$ cat src/rtl/shaft_encoder_monitor.sv
// Wheel shaft encoder monitor. Each side has a synchronizer, a debouncer, a tick counter and a period/stall FSM.
// A shared target FSM tracks a distance goal that both wheels must reach.

// State table (period FSM)
//   state | meaning
//   IDLE  | no reference tick yet, or the wheel stalled since the last tick
//   RUN   | timing the interval since the last tick
module shaft_encoder_side #(
  parameter int DEBOUNCE_CYCLES = 5000,
  parameter int STALL_CYCLES    = 12_500_000
) (
  input  logic        clk,
  input  logic        rst,
  input  logic        pulse,
  input  logic        clear,
  output logic        tick,
  output logic [15:0] count,
  output logic [23:0] period,
  output logic        period_valid,
  output logic        stall
);

  localparam int DW = $clog2(DEBOUNCE_CYCLES + 1);

  typedef enum logic {IDLE, RUN} per_state_e;

  logic          sync1_q, sync1_d, sync2_q, sync2_d;
  logic          deb_q, deb_d, deb_prev_q, deb_prev_d;
  logic [DW-1:0] deb_cnt_q, deb_cnt_d, deb_cnt_inc;
  logic [15:0]   count_q, count_d;
  logic [23:0]   timer_q, timer_d, timer_sat;
  logic [24:0]   timer_inc;
  logic [23:0]   period_q, period_d;
  logic          valid_q, valid_d;
  logic          stall_q, stall_d;
  logic          tick_w;
  per_state_e    state_q, state_d;

  always_ff @(posedge clk) begin
    if (rst) begin
      sync1_q    <= 1'b0;
      sync2_q    <= 1'b0;
      deb_q      <= 1'b0;
      deb_prev_q <= 1'b0;
      deb_cnt_q  <= '0;
      count_q    <= '0;
      timer_q    <= '0;
      period_q   <= '0;
      valid_q    <= 1'b0;
      stall_q    <= 1'b0;
      state_q    <= IDLE;
    end else begin
      sync1_q    <= sync1_d;
      sync2_q    <= sync2_d;
      deb_q      <= deb_d;
      deb_prev_q <= deb_prev_d;
      deb_cnt_q  <= deb_cnt_d;
      count_q    <= count_d;
      timer_q    <= timer_d;
      period_q   <= period_d;
      valid_q    <= valid_d;
      stall_q    <= stall_d;
      state_q    <= state_d;
    end
  end

  always_comb begin
    sync1_d     = pulse;
    sync2_d     = sync1_q;
    deb_d       = deb_q;
    deb_cnt_d   = '0;
    deb_cnt_inc = deb_cnt_q + DW'(1);
    // Any sample that matches the accepted level restarts the stability count.
    if (sync2_q != deb_q) begin
      if (deb_cnt_inc == DW'(DEBOUNCE_CYCLES)) begin
        deb_d = sync2_q;
      end else begin
        deb_cnt_d = deb_cnt_inc;
      end
    end
    deb_prev_d = deb_q;
    tick_w     = deb_q & ~deb_prev_q;

    count_d = count_q;
    if (clear) begin
      count_d = '0;
    end else if (tick_w && (count_q != 16'hFFFF)) begin
      count_d = count_q + 16'd1;
    end

    timer_inc = {1'b0, timer_q} + 25'd1;
    timer_sat = timer_inc[24] ? 24'hFFFFFF : timer_inc[23:0];
    state_d   = state_q;
    timer_d   = timer_q;
    period_d  = period_q;
    valid_d   = 1'b0;
    stall_d   = stall_q;
    case (state_q)
      IDLE: begin
        if (tick_w) begin
          state_d = RUN;
          timer_d = '0;
          stall_d = 1'b0;
        end
      end
      RUN: begin
        if (tick_w) begin
          period_d = timer_sat;
          valid_d  = 1'b1;
          timer_d  = '0;
          stall_d  = 1'b0;
        end else if (timer_inc == 25'(STALL_CYCLES)) begin
          stall_d  = 1'b1;
          period_d = '0;
          timer_d  = '0;
          state_d  = IDLE;
        end else begin
          timer_d = timer_sat;
        end
      end
    endcase
  end

  assign tick         = tick_w;
  assign count        = count_q;
  assign period       = period_q;
  assign period_valid = valid_q;
  assign stall        = stall_q;

endmodule

// State table (target FSM)
//   state   | meaning
//   T_IDLE  | no target armed
//   T_ARMED | counting ticks toward the latched target
//   T_DONE  | both wheels reached the target; held until the next load
module shaft_encoder_monitor #(
  parameter int DEBOUNCE_CYCLES = 5000,
  parameter int STALL_CYCLES    = 12_500_000
) (
  input  logic               clk,
  input  logic               rst,
  input  logic               shaftPulseL,
  input  logic               shaftPulseR,
  input  logic               clearCount,
  input  logic               targetLoad,
  input  logic [15:0]        targetCount,
  output logic [15:0]        countL,
  output logic [15:0]        countR,
  output logic [23:0]        periodL,
  output logic [23:0]        periodR,
  output logic               periodValidL,
  output logic               periodValidR,
  output logic               stallL,
  output logic               stallR,
  output logic               targetDone,
  output logic signed [16:0] diffLR
);

  typedef enum logic [1:0] {T_IDLE, T_ARMED, T_DONE} tgt_state_e;

  logic        tick_l, tick_r;
  logic [15:0] target_q, target_d;
  logic [15:0] prog_l_q, prog_l_d, prog_r_q, prog_r_d;
  logic [16:0] diff_q, diff_d;
  tgt_state_e  t_state_q, t_state_d;

  shaft_encoder_side #(
    .DEBOUNCE_CYCLES(DEBOUNCE_CYCLES),
    .STALL_CYCLES   (STALL_CYCLES)
  ) u_side_l (
    .clk         (clk),
    .rst         (rst),
    .pulse       (shaftPulseL),
    .clear       (clearCount),
    .tick        (tick_l),
    .count       (countL),
    .period      (periodL),
    .period_valid(periodValidL),
    .stall       (stallL)
  );

  shaft_encoder_side #(
    .DEBOUNCE_CYCLES(DEBOUNCE_CYCLES),
    .STALL_CYCLES   (STALL_CYCLES)
  ) u_side_r (
    .clk         (clk),
    .rst         (rst),
    .pulse       (shaftPulseR),
    .clear       (clearCount),
    .tick        (tick_r),
    .count       (countR),
    .period      (periodR),
    .period_valid(periodValidR),
    .stall       (stallR)
  );

  always_ff @(posedge clk) begin
    if (rst) begin
      target_q  <= '0;
      prog_l_q  <= '0;
      prog_r_q  <= '0;
      diff_q    <= '0;
      t_state_q <= T_IDLE;
    end else begin
      target_q  <= target_d;
      prog_l_q  <= prog_l_d;
      prog_r_q  <= prog_r_d;
      diff_q    <= diff_d;
      t_state_q <= t_state_d;
    end
  end

  always_comb begin
    target_d  = target_q;
    prog_l_d  = prog_l_q;
    prog_r_d  = prog_r_q;
    t_state_d = t_state_q;
    diff_d    = {1'b0, countL} - {1'b0, countR};
    // A load discards any tick in the same cycle by zeroing progress outright.
    if (targetLoad) begin
      target_d  = targetCount;
      prog_l_d  = '0;
      prog_r_d  = '0;
      t_state_d = T_ARMED;
    end else begin
      case (t_state_q)
        T_ARMED: begin
          if (tick_l && (prog_l_q != 16'hFFFF)) prog_l_d = prog_l_q + 16'd1;
          if (tick_r && (prog_r_q != 16'hFFFF)) prog_r_d = prog_r_q + 16'd1;
          if ((prog_l_d >= target_q) && (prog_r_d >= target_q)) t_state_d = T_DONE;
        end
        default: t_state_d = t_state_q;
      endcase
    end
  end

  assign targetDone = (t_state_q == T_DONE);
  assign diffLR     = diff_q;

endmodule

$ cat config.mk
export PLATFORM = sky130hd
export DESIGN_NAME = shaft_encoder_monitor
export DESIGN_NICKNAME = d
export VERILOG_FILES = /design/src/rtl/shaft_encoder_monitor.sv
export SDC_FILE = /design/constraint.sdc
export NUM_CORES = 1
export LEC_CHECK = 0
export CORE_ASPECT_RATIO = 1.2
export CORE_MARGIN = 4
export CORE_UTILIZATION = 47
export CTS_BUF_LIST = sky130_fd_sc_hd__clkbuf_2
export DETAILED_ROUTE_END_ITERATION = 12
export PLACE_DENSITY = 0.69
export SLEW_MARGIN = 20
export SYNTH_ARGS = -nofsm -noshare
export SYNTH_HDL_FRONTEND = slang
export SYNTH_SLANG_ARGS = --single-unit
export TNS_END_PERCENT = 20
$ cat constraint.sdc
create_clock -name clk -period 3.7 [get_ports clk]
set_input_delay 0.37 -clock clk [delete_from_list [all_inputs] [get_ports clk]]
set_output_delay 0.37 -clock clk [all_outputs]
set_load 0.05 [all_outputs]
==> flow_metrics.env, run 1 <==
export IMPL_result_of_the_run="complete, no violations"
export IMPL_dp_slack_ns=0.254
export IMPL_fin_worst_hold_slack_ns=0.104
export IMPL_synth_edff_count=0
export IMPL_predominant_post_synthesis_flop_cell="sky130_fd_sc_hd__dfxtp_1"
export IMPL_fin_worst_skew_ns=0.0598
export IMPL_ios=124
export IMPL_path_max_fanout=8
export IMPL_cts_htree_levels=2
export IMPL_clock_insertion_delay_worst_skew_ns=0.88
export IMPL_postRouteAntennaNets=0
export IMPL_p_per_area_nw_per_um2=301
export IMPL_min_period_over_period_pct=92.8
export IMPL_slew_viol_final=0
export IMPL_number_of_cts_inserted_buffers=60
export IMPL_grt_overflow=0
export IMPL_max_slew_margin_pct=26.9
export IMPL_clk_transition_reported_paths_ns=0.10
export IMPL_drt_initial_drc_count=588
export IMPL_synth_cells=1514
export IMPL_yosysWarnings=0
export IMPL_count_of_non_filler_cells_in_the_finished_layout=2025
export IMPL_cp_cell_sequence="and4_2 -> and4_1 -> a41oi_2 -> and4_1 -> nand2_1 -> xnor2_1 -> ha_1 -> a21o_1 -> a21o_1 -> a21oi_1 -> nor2_1 -> a2111oi_0 -> nor2_1 -> o32ai_1 -> o21ai_0"
export IMPL_final_common_cell="sky130_fd_sc_hd__dfxtp_1"
export IMPL_place_port_buffers=123
export IMPL_first_pass_grt_wire_length_mm=53.7
export IMPL_setup_repair_after_global_routing_missed_its_margin="false"
export IMPL_drv_max_cap_violation_count=0
export IMPL_grt_use_total_pct=21.6
export IMPL_route_final_wire_length_mm=32.1
export IMPL_vias=11209
export IMPL_number_of_global_route_vias_before_repair=10873
export IMPL_place_hpwl_mm=23.2
export IMPL_seq_total_area_yosys_pct=37.8
export IMPL_cellLeakagePower_nw=5.55
export IMPL_syn_mean_instance_area_um2=8.23
export IMPL_grt_max_degree=51
export IMPL_post_place_cells=1919
export IMPL_worstSetupEndpointType="flop"
export IMPL_post_route_core_utilization_pct=55.5
export IMPL_worst_setup_path_type="flop to flop"
export IMPL_nFillCells=2517
export IMPL_clock_sinks=235
export IMPL_postLayoutSetupSlackWorst_ns=0.265
export IMPL_timing_critical_path_slowest_stage_cell="sky130_fd_sc_hd__dfxtp_1"
export IMPL_area_growth_synth_to_final_pct=16.8
export IMPL_period_minus_slack_ns=3.43
export IMPL_max_slew_worst_pin_slew_ns=1.10
export IMPL_final_nets=1730
export IMPL_coreArea_um2=26200
export IMPL_initial_cell_density_of_the_core_pct=47.6
export IMPL_ir_worst_vdd_uv=211
export IMPL_cp_num_buf_inv=0
export IMPL_finalSetupViolCount=0
export IMPL_slowest_delay_ns=0.49
export IMPL_final_hold_viol_count=0
export IMPL_cts_root_buf="sky130_fd_sc_hd__clkbuf_2"
export IMPL_hold_path_class="primary input to flop"
export IMPL_placed_cell_area_um2=14000
export IMPL_total_power_mw=4.38
export IMPL_async_reset_ff_share_pct=0
export IMPL_cp_top_family="compound AO/OA/AOI/OAI gates"
export IMPL_drcViolationCount=0
export IMPL_cts_tree="yes"
export IMPL_core_rowCount=65
export IMPL_die_width_um=157
export IMPL_die_area_um2=29200
export IMPL_fin_tns_setup_ns=0
export IMPL_mostFrequentLayoutCells="sky130_fd_sc_hd__dfxtp_1, sky130_fd_sc_hd__nor2_1, sky130_fd_sc_hd__nand2_1"
export IMPL_timing_limited_maximum_frequency_ghz=0.291
export IMPL_crit_required_ns=4.45
export IMPL_average_wire_per_cell_in_the_routed_design_um=15.9
export IMPL_critical_path_arrival_ns=4.19
export IMPL_post_route_cells_drive_above_1_share_pct=8.41
export IMPL_avgViaCountPerCell=5.54
export IMPL_synthesized_nets=1593
export IMPL_netlist_cell_type_count=72
export IMPL_dieHeight_um=186
export IMPL_postCtsSetupBuffers=0
export IMPL_clock_tree_buffer_depth=3
export IMPL_grt_antenna_before_repair=1
export IMPL_postLayoutCellArea_um2=14500
export IMPL_syn_area_um2=12500
export IMPL_critPathLaunchType="flop"
export IMPL_gp_routability_congestion=0.888
export IMPL_ys_ff_latch=235
export IMPL_drt_pass1_iter_count=5
-- worst reg2reg max path, stage by stage, from the launching register on --
cell and delay (ns):
sky130_fd_sc_hd__dfxtp_1 0.49, sky130_fd_sc_hd__and4_2 0.34, sky130_fd_sc_hd__and4_1 0.30, sky130_fd_sc_hd__a41oi_2 0.18, sky130_fd_sc_hd__and4_1 0.25, sky130_fd_sc_hd__nand2_1 0.08, sky130_fd_sc_hd__xnor2_1 0.12, sky130_fd_sc_hd__ha_1 0.27
sky130_fd_sc_hd__a21o_1 0.18, sky130_fd_sc_hd__a21o_1 0.17, sky130_fd_sc_hd__a21oi_1 0.18, sky130_fd_sc_hd__nor2_1 0.06, sky130_fd_sc_hd__a2111oi_0 0.27, sky130_fd_sc_hd__nor2_1 0.10, sky130_fd_sc_hd__o32ai_1 0.17, sky130_fd_sc_hd__o21ai_0 0.14
-- synthesized netlist by cell type, types with 18 or more instances --
library cell | instances | area share [%]
sky130_fd_sc_hd__clkbuf_1 | 61 | 1.8
sky130_fd_sc_hd__nand2_1 | 149 | 4.5
sky130_fd_sc_hd__a22o_1 | 20 | 1.4
sky130_fd_sc_hd__xor2_1 | 59 | 4.1
sky130_fd_sc_hd__a21oi_1 | 70 | 2.8
sky130_fd_sc_hd__and4_1 | 19 | 1.3
sky130_fd_sc_hd__inv_1 | 53 | 1.6
sky130_fd_sc_hd__ha_1 | 56 | 5.6
sky130_fd_sc_hd__dfxtp_1 | 235 | 38
sky130_fd_sc_hd__nor3_1 | 36 | 1.4
sky130_fd_sc_hd__a21o_1 | 22 | 1.3
sky130_fd_sc_hd__nor4_1 | 20 | 1.0
sky130_fd_sc_hd__mux2i_1 | 18 | 1.4
sky130_fd_sc_hd__and3_1 | 30 | 1.5
sky130_fd_sc_hd__nand3_1 | 58 | 2.3
sky130_fd_sc_hd__nand4_1 | 35 | 1.8
sky130_fd_sc_hd__o21ai_0 | 80 | 3.2
sky130_fd_sc_hd__xnor2_1 | 89 | 6.3
sky130_fd_sc_hd__nor2_1 | 195 | 5.9
-- cells by family after synthesis --
kind of cell | after synthesis | share of synthesized area [%]
adders and majority gates | 57 | 5.79
buffers and inverters | 135 | 4.29
AOI/OAI and AO/OA | 290 | 15.2
xor gates and xnor gates | 148 | 10.4
and+or+nand+nor | 626 | 24.6
muxes | 23 | 1.90
DFF | 235 | 37.8
-- routing by layer --
layer	wire, um	vias up	share of wire, %	GRT usage (%)
li1	-	5627	-	-
met1	14100	5201	44	27.4
met2	15500	321	48	36.8
met3	1910	60	5.9	4.89
met4	646	0	2.0	5.98
met5	0	-	0	0
-- state kept, by name, summed over array words and instances, names as in the netlist, 2 cells and up --
signal              flops
diffLR                 17
prog_l_q               16
prog_r_q               16
t_state_q               2
target_q               16
u_side_l.count         16
u_side_l.deb_cnt_q     13
u_side_l.period        24
u_side_l.timer_q       24
u_side_r.count         16
u_side_r.deb_cnt_q     13
u_side_r.period        24
u_side_r.timer_q       24
-- power by group --
group	total (mW)	internal [mW]	switching (mW)
sequential	2.55	2.54	0.00966
clock	1.66	0.600	1.06
combinational	0.167	0.0650	0.102
total	4.38	3.21	1.17
-- path summary, 6_finish.rpt --
| path | end | slack [ns] | depth (start not counted) | startpoint |
|---|---|---|---|---|
| setup / recovery | t_state_q[1] | 0.27 | 15 | prog_l_q[5] |
| hold / removal | target_q[14] | 0.10 | 3 | targetCount[14] |
| setup reg to reg | t_state_q[1] | 0.27 | 15 | prog_l_q[5] |
| hold reg to reg | u_side_r.sync2_q | 0.44 | 1 | u_side_r.sync1_q |
-- final cells by class --
cell class	instances	area, um2	area share [%]
Tap cell	335	419	2.88
Inverter	55	206	1.42
Clock buffer	83	415	2.86
Timing Repair Buffer	155	1480	10.2
Clock inverter	17	66.3	0.456
Sequential cell	235	4700	32.3
Multi-Input combinational cell	1144	7250	49.9
Antenna cell	1	2.50	0.0172
-- repair_timing --
| action | CTS | global route |
|---|---|---|
| hold buffers | 5 | 0 |
| gates resized for setup | 0 | 3 |
| hold endpoints to repair | 6 | 0 |
| setup endpoints to repair | 0 | 1 |
Power figures use the tool's default switching activity.
==> run 2, diff against run 1 <==
--- a/config.mk
+++ b/config.mk
@@ -7,12 +7,11 @@
 export LEC_CHECK = 0
 export CORE_ASPECT_RATIO = 1.2
 export CORE_MARGIN = 4
-export CORE_UTILIZATION = 47
+export CORE_UTILIZATION = 54
 export CTS_BUF_LIST = sky130_fd_sc_hd__clkbuf_2
 export DETAILED_ROUTE_END_ITERATION = 12
-export PLACE_DENSITY = 0.69
+export PLACE_DENSITY = 0.79
 export SLEW_MARGIN = 20
 export SYNTH_ARGS = -nofsm -noshare
 export SYNTH_HDL_FRONTEND = slang
 export SYNTH_SLANG_ARGS = --single-unit
-export TNS_END_PERCENT = 20
==> flow_metrics.env, run 2 (synthesis gave the netlist of run 1 again) <==
export IMPL_share_seq_of_total_power_pct=61.1
export IMPL_area_growth_synth_to_final_pct=15.4
export IMPL_multi_input_area_um2=7250
export IMPL_seq_area_um2=4700
export IMPL_clock_insertion_delay_worst_skew_ns=0.84
export IMPL_initial_cell_density_of_the_core_pct=55.1
export IMPL_route_final_wire_length_mm=31.1
export IMPL_timing_hold_worst_start="shaftPulseR"
export IMPL_max_slew_margin_pct=31.5
export IMPL_grtUsageMet1_pct=29.4
export IMPL_die_width_um=147
export IMPL_nFillCells=1944
export IMPL_grtUsageMet3_pct=4.56
export IMPL_r2r_end="u_side_l.period[0]"
export IMPL_combinationalPowerShare_pct=3.9
export IMPL_post_place_cells=1893
export IMPL_worstSetupEndpointType="flop"
export IMPL_core_rowCount=60
export IMPL_coreArea_um2=22600
export IMPL_fin_worst_hold_slack_ns=0.105
export IMPL_timing_reg2reg_worst_path_depth=8
export IMPL_number_of_global_route_vias_before_repair=10853
export IMPL_drcViolationCount=0
export IMPL_placed_cell_area_um2=14000
export IMPL_drt_initial_drc_count=626
export IMPL_cts_htree_levels=2
export IMPL_grt_most_used_layer="met2"
export IMPL_avgViaCountPerCell=5.66
export IMPL_ir_worst_vdd_uv=212
export IMPL_slew_viol_final=0
export IMPL_grt_antenna_before_repair=1
export IMPL_grt_max_degree=39
export IMPL_cellLeakagePower_nw=5.46
export IMPL_postCtsSetupBuffers=0
export IMPL_cp_cell_sequence="nand4_4 -> or4_1 -> or4_4 -> a221oi_4 -> nand4b_4 -> o21ai_4 -> o21ai_2 -> a22o_1"
export IMPL_period_minus_slack_ns=3.50
export IMPL_critPathLaunchType="flop"
export IMPL_place_port_buffers=123
export IMPL_count_of_non_filler_cells_in_the_finished_layout=1977
export IMPL_max_slew_worst_pin_slew_ns=1.03
export IMPL_hold_path_endpoint="u_side_r.sync1_q"
export IMPL_cp_num_buf_inv=0
export IMPL_fin_tns_setup_ns=0
export IMPL_global_route_usage_met2_pct=41.5
export IMPL_postRouteAntennaNets=0
export IMPL_share_clk_of_total_power_pct=35.0
export IMPL_vias=11189
export IMPL_power_switching_mw=1.09
export IMPL_grt_use_total_pct=23.7
export IMPL_cts_tree="yes"
export IMPL_result_of_the_run="complete, no violations"
export IMPL_cts_root_buf="sky130_fd_sc_hd__clkbuf_2"
export IMPL_clock_tree_buffer_depth=3
export IMPL_mostFrequentLayoutCells="sky130_fd_sc_hd__dfxtp_1, sky130_fd_sc_hd__nor2_1, sky130_fd_sc_hd__nand2_1"
export IMPL_average_wire_per_cell_in_the_routed_design_um=15.7
export IMPL_min_period_over_period_pct=94.5
export IMPL_post_route_cells_drive_above_1_share_pct=7.44
export IMPL_grt_overflow=0
export IMPL_cp_top_family="simple AND/OR/NAND/NOR gates"
export IMPL_final_hold_viol_count=0
export IMPL_r2r_start="u_side_l.timer_q[5]"
export IMPL_timing_critical_path_slowest_stage_cell="sky130_fd_sc_hd__or4_1"
export IMPL_rrSetupSlack_ns=0.20
export IMPL_die_area_um2=25600
export IMPL_clk_transition_reported_paths_ns=0.11
export IMPL_worst_setup_path_type="flop to flop"
export IMPL_drv_max_cap_violation_count=0
export IMPL_first_pass_grt_wire_length_mm=51.9
export IMPL_path_max_fanout=24
export IMPL_postLayoutCellArea_um2=14400
export IMPL_number_of_cells_on_the_worst_hold_path=2
export IMPL_crit_required_ns=4.43
export IMPL_critical_path_arrival_ns=4.23
export IMPL_fin_worst_skew_ns=0.0424
export IMPL_p_per_area_nw_per_um2=290
export IMPL_final_nets=1720
export IMPL_post_route_core_utilization_pct=63.6
export IMPL_p_sw_share_pct=26.0
export IMPL_final_common_cell="sky130_fd_sc_hd__dfxtp_1"
export IMPL_ios=124
export IMPL_place_hpwl_mm=22.4
export IMPL_dieHeight_um=174
export IMPL_finalSetupViolCount=0
export IMPL_number_of_cts_inserted_buffers=55
export IMPL_drt_pass1_iter_count=6
export IMPL_slowest_delay_ns=0.69
export IMPL_timing_limited_maximum_frequency_ghz=0.286
export IMPL_intPower_mw=3.09
export IMPL_hold_path_class="primary input to flop"
export IMPL_gp_routability_congestion=0.940
export IMPL_clock_sinks=235
[run 2: cell count changes in the layout (fill, tap and decap cells not counted), sizes merged]
cell and change:
inv +1, dlygate4sd3 -4, buf -1, clkinv -2, clkbuf -17
[run 2: timing repair]
action,CTS,global route
hold buffers,1,0
endpoints found under the setup margin,0,2
endpoints found under the hold margin,6,0
resized for setup,0,2
[run 2: worst max path at each step]
stage	slack, ns	endpoint	startpoint	depth (start not counted)
finish	0.20	u_side_l.period[0]	u_side_l.timer_q[5]	8
global placement	0.31	u_side_l.period[4]	u_side_l.timer_q[5]	8
detailed placement	0.22	u_side_l.period[4]	u_side_l.timer_q[5]	8
global route	-0.002	t_state_q[1]	prog_r_q[0]	17
floorplan	0.17	t_state_q[1]	prog_l_q[5]	19
CTS	0.19	u_side_l.period[0]	u_side_l.timer_q[5]	8
[run 2: cell type report]
type	instances	share of cell area (%)
diodes	1	0.0174
clock buffers	66	2.30
clock inverters	16	0.435
inverters	55	1.44
multi-input cells	1144	50.4
flip-flops and latches	235	32.7
well taps	310	2.70
repair buffers	150	9.96
[run 2: power by group through the flow]
stage	logic [mW]	registers [mW]	clock network [mW]
finish	0.163	2.55	1.46
global route	0.183	2.56	1.66
CTS	0.164	2.55	1.53
detailed placement	0.162	2.61	0
global placement	0.160	2.61	0
floorplan	0.106	2.61	0
[run 2: stage by stage]
step                      total power [mW]  setup slack [ns]
after floorplan                       2.71             0.166
after global placement                2.77             0.307
after detailed placement              2.77             0.216
after CTS                             4.25             0.186
after global routing                  4.39          -0.00248
final                                 4.18             0.203
[run 2: routing by layer]
metal | up-vias | share of wire, %
met5 | - | 0
met4 | 0 | 1.9
met3 | 60 | 5.5
met2 | 332 | 49
met1 | 5205 | 44
li1 | 5592 | -
==> RTL change 1 (settings of run 1) <==
Encoding of `tgt_state_e`: now one-hot (3 bits for 3 states).
--- a/src/rtl/shaft_encoder_monitor.sv
+++ b/src/rtl/shaft_encoder_monitor.sv
@@ -158,5 +158,5 @@
 );
 
-  typedef enum logic [1:0] {T_IDLE, T_ARMED, T_DONE} tgt_state_e;
+  typedef enum logic [2:0] {T_IDLE = 3'b001, T_ARMED = 3'b010, T_DONE = 3'b100} tgt_state_e;
 
   logic        tick_l, tick_r;
Formal check against the unedited RTL: no difference found for any inputs over 10 cycles, from zero or initial values and one cycle with rst high; not proved beyond that.
==> RTL change 1 against run 1 <==
- power grew 7.3%
- fmax rose by 1.8%
- design area rose by 3.3%
- count of clock-buffer cells in the layout down 10
- sequential cell count up 1
- setup slack improved by 0.060 ns
- wire length increased by 4.7%
- area after synthesis is 3.6% higher
- critical endpoint unchanged
==> RTL change 1: results (changes against run 1) <==
- Dpl hpwl: 23700 um (was 23200 um)
- Dpl cell area: 14400 sq um (was 14000 sq um)
- Avg Cell Area, Syn: 8.30 sq um (was 8.23 sq um)
- Met2 usage: 0.366 (was 0.368)
- Synth top cells by count: 236 x dfxtp_1, 187 x nor2_1, 122 x nand2_1 (was 235 x dfxtp_1, 195 x nor2_1, 149 x nand2_1)
- Largest net degree at the start of global routing: 60 (was 51)
- Post-DR wirelength/cell: 16.3 um (was 15.9 um)
- Worst Max-Slew Pin Slew: 0.824 ns (was 1.10 ns)
- Fillers: 2581 (was 2517)
- Synth Area in Compound Gates: 0.169 (was 0.152)
- Initial drt markers: 705 (was 588)
- Clock network fraction of total power: 0.403 (was 0.379)
- Post-synthesis mux area share: 0.0246 (was 0.0190)
- Leakage power: 5.60 nW (was 5.55 nW)
- FF-to-FF setup slack: 0.33 ns (was 0.27 ns)
- Outcome: finished clean (unchanged)
- M1 WL: 14900 um (was 14100 um)
- Seq/Total Area, Yosys: 0.366 (was 0.378)
- DR vias/cell: 5.68 (was 5.54)
- Vias in the first global route: 11057 (was 10873)
- GR met3 Demand/Resource: 0.0518 (was 0.0489)
- TritonCTS buffer count: 58 (was 60)
- Layout Nets: 1762 (was 1730)
- Layout sequential cell count: 236 (was 235)
- Multi-input gates: 1170 (was 1144)
- Non-Clock Buffer Count: 158 (was 155)
- Sequential cell area share: 0.315 (was 0.323)
- Clock buf/inv share: 0.0380 (was 0.0331)
- Clk_buf instances: 73 (was 83)
- All-Layer GR Usage: 0.217 (was 0.216)
- Area contributors post-synth: dfxtp_1 37%, nor2_1 5.4%, ha_1 5.4% (was dfxtp_1 38%, xnor2_1 6.3%, nor2_1 5.9%)
- Pre-CTS WS: 0.312 ns (was 0.254 ns)
- Peak VDD IR: 0.326 mV (was 0.211 mV)
- Signal inverters: 59 (was 55)
- Post-synthesis adder-cell area fraction: 0.0559 (was 0.0579)
-- RTL change 1: cell count changes after synthesis, moves of 8 or more --
cell       delta
a31oi_1      +17
nand3_1      +13
nand2_1      -27
a21o_1        -8
nand4_1      +11
a21oi_1      +17
xnor2_1       -9
a311oi_1      +8
o2bb2ai_1    -13
nor2_1        -8
-- RTL change 1: per-stage QoR --
stage	hold WS, ns	total power, mW	instances
after floorplan	0.414	2.78	1554
after global placement	0.423	2.86	1957
after detailed placement	0.422	2.86	1957
after CTS	0.00749	4.79	2062
after global routing	0.0506	4.95	2063
final	0.121	4.70	2063
-- RTL change 1: worst max-delay path by stage --
stage / from / to / slack (ns)
4_1_cts: prog_r_q[0] / t_state_q[1] / 0.26
5_1_grt: prog_l_q[0] / t_state_q[1] / 0.05
3_3_place_gp: prog_r_q[0] / t_state_q[1] / 0.36
2_1_floorplan: prog_l_q[7] / t_state_q[1] / 0.40
6_report: prog_l_q[0] / t_state_q[1] / 0.33
3_5_place_dp: prog_r_q[0] / t_state_q[1] / 0.31
==> RTL change 2 (flow settings as in run 1) <==
Made on the original files. `DEBOUNCE_CYCLES` is set to 5000 in 2 places; all go to 2500.
--- a/src/rtl/shaft_encoder_monitor.sv
+++ b/src/rtl/shaft_encoder_monitor.sv
@@ -7,5 +7,5 @@
 //   RUN   | timing the interval since the last tick
 module shaft_encoder_side #(
-  parameter int DEBOUNCE_CYCLES = 5000,
+  parameter int DEBOUNCE_CYCLES = 2500,
   parameter int STALL_CYCLES    = 12_500_000
 ) (
@@ -136,5 +136,5 @@
 //   T_DONE  | both wheels reached the target; held until the next load
 module shaft_encoder_monitor #(
-  parameter int DEBOUNCE_CYCLES = 5000,
+  parameter int DEBOUNCE_CYCLES = 2500,
   parameter int STALL_CYCLES    = 12_500_000
 ) (
Behaviour: no difference found for any inputs over 10 cycles, from zero or initial values and one cycle with rst high; that may be too few to reach the edited logic, so the function may still have changed.
==> RTL change 2 against run 1 <==
- setup slack worse by 0.0081 ns
- fmax is 0.24% lower
- design area is 3.3% higher
- synthesized cell count is 3.3% higher
- non-clock buffer count is 10 higher
- area after synthesis is 3.5% higher
- wire length is 3.0% higher
- sequential cell count is 2 lower
- cell count is 2.6% higher
Power is not compared: it rests on default switching activity, and its combinational part moved more than twofold at a synthesized area within 25%.
==> RTL change 2: results (changes against run 1) <==
- Outcome: finished clean (unchanged)
- Ys Warns: 0 (unchanged)
- Largest net degree at the start of global routing: 78 (was 51)
- 1st-pass router iterations: 6 (was 5)
- Initial drt markers: 610 (was 588)
- Antenna violations before repair: 5 (was 1)
- Via count: 11683 (was 11209)
- GP Congestion: 0.948 (was 0.888)
- First-pass GRT wire length: 55300 um (was 53700 um)
- Clock network fraction of total power: 0.364
- Synth top cells by count: 233 x dfxtp_1, 167 x nor2_1, 129 x nand2_1 (was 235 x dfxtp_1, 195 x nor2_1, 149 x nand2_1)
- Share of layout cells above drive strength 1: 0.0905 (was 0.0841)
- Fillers: 2576 (was 2517)
- Slowest stage cell, crit path: a2111oi_0 (was dfxtp_1)
- Postcts setup bufs: 0 (unchanged)
- Dpl hpwl: 23400 um (was 23200 um)
- Largest stage delay, worst path: 0.43 ns (was 0.49 ns)
- H-tree depth: 2 (unchanged)
- Distinct cells, synth: 79 (was 72)
- Worst Max-Slew Pin Slew: 1.01 ns (was 1.10 ns)
- GR met3 Demand/Resource: 0.0642 (was 0.0489)
- Sequential cell area: 4660 sq um (was 4700 sq um)
- Seq/Total Area, Yosys: 0.362 (was 0.378)
- Clock skew: 0.0411 ns (was 0.0598 ns)
- CP max FO: 7 (was 8)
- Dpl cell area: 14300 sq um (was 14000 sq um)
- All-Layer GR Usage: 0.216 (about the same)
- Met2 usage: 0.367 (was 0.368)
- Area contributors post-synth: dfxtp_1 36%, xnor2_1 6.6%, ha_1 5.4% (was dfxtp_1 38%, xnor2_1 6.3%, nor2_1 5.9%)
- Routed WL: 33100 um (was 32100 um)
- Syn nets: 1643 (was 1593)
- Layout Nets: 1769 (was 1730)
- Crit path DAT: 4.18 ns (was 4.19 ns)
- Vias in the first global route: 11337 (was 10873)
- Met1 Use GR: 0.256 (was 0.274)
-- RTL change 2: cell count changes after synthesis, sizes merged, moves of 15 or more --
cell	before	now
buf	19	38
inv	53	81
nor2	195	168
nand4	36	51
nor3	36	69
xor2	59	44
nand2	149	129
o41ai	4	26
-- RTL change 2: through the flow --
step | hold slack (ns) | setup slack, ns | std cells
after floorplan | 0.414 | 0.284 | 1564
after global placement | 0.427 | 0.295 | 1954
after detailed placement | 0.426 | 0.167 | 1954
after CTS | 0.00693 | 0.150 | 2075
after global routing | 0.0649 | 0.0385 | 2078
final | 0.0998 | 0.257 | 2078
-- RTL change 2: cells by family after synthesis --
group,share of synthesized area
AO/OA/AOI/OAI,0.162
XOR/XNOR,0.0958
adder cells (fa/ha/maj),0.0559
buffers and inverters,0.0582
flip-flops,0.362
multiplexers,0.0270
AND/OR/NAND/NOR,0.240
-- RTL change 2: worst paths after layout --
check / from / end / slack, ns / cells after the start
min: targetCount[14] / target_q[14] / 0.1 / 3
max: prog_r_q[10] / t_state_q[1] / 0.26 / 14
max reg2reg: prog_r_q[10] / t_state_q[1] / 0.26 / 14
min reg2reg: u_side_l.sync1_q / u_side_l.sync2_q / 0.44 / 1
-- RTL change 2: metal layers --
metal	share of wire	routed length (um)
met4	0.031	1040
met2	0.47	15600
met3	0.073	2430
met1	0.42	14000
met5	0.00085	28
-- RTL change 2: cell type report --
type / count / share of cell area
diodes: 3 / 0.000500
flip-flops and latches: 233 / 0.310
well taps: 340 / 0.0283
inverters: 82 / 0.0205
multi-input cells: 1148 / 0.499
clock buffers: 85 / 0.0283
repair buffers: 165 / 0.105
clock inverters: 22 / 0.00774
-- RTL change 2: timing repair --
item | 4_1_cts | 5_1_grt
endpoints found under the setup margin | 0 | 2
hold buffers | 14 | 0
resized for setup | 0 | 3
hold endpoints to repair | 28 | 0
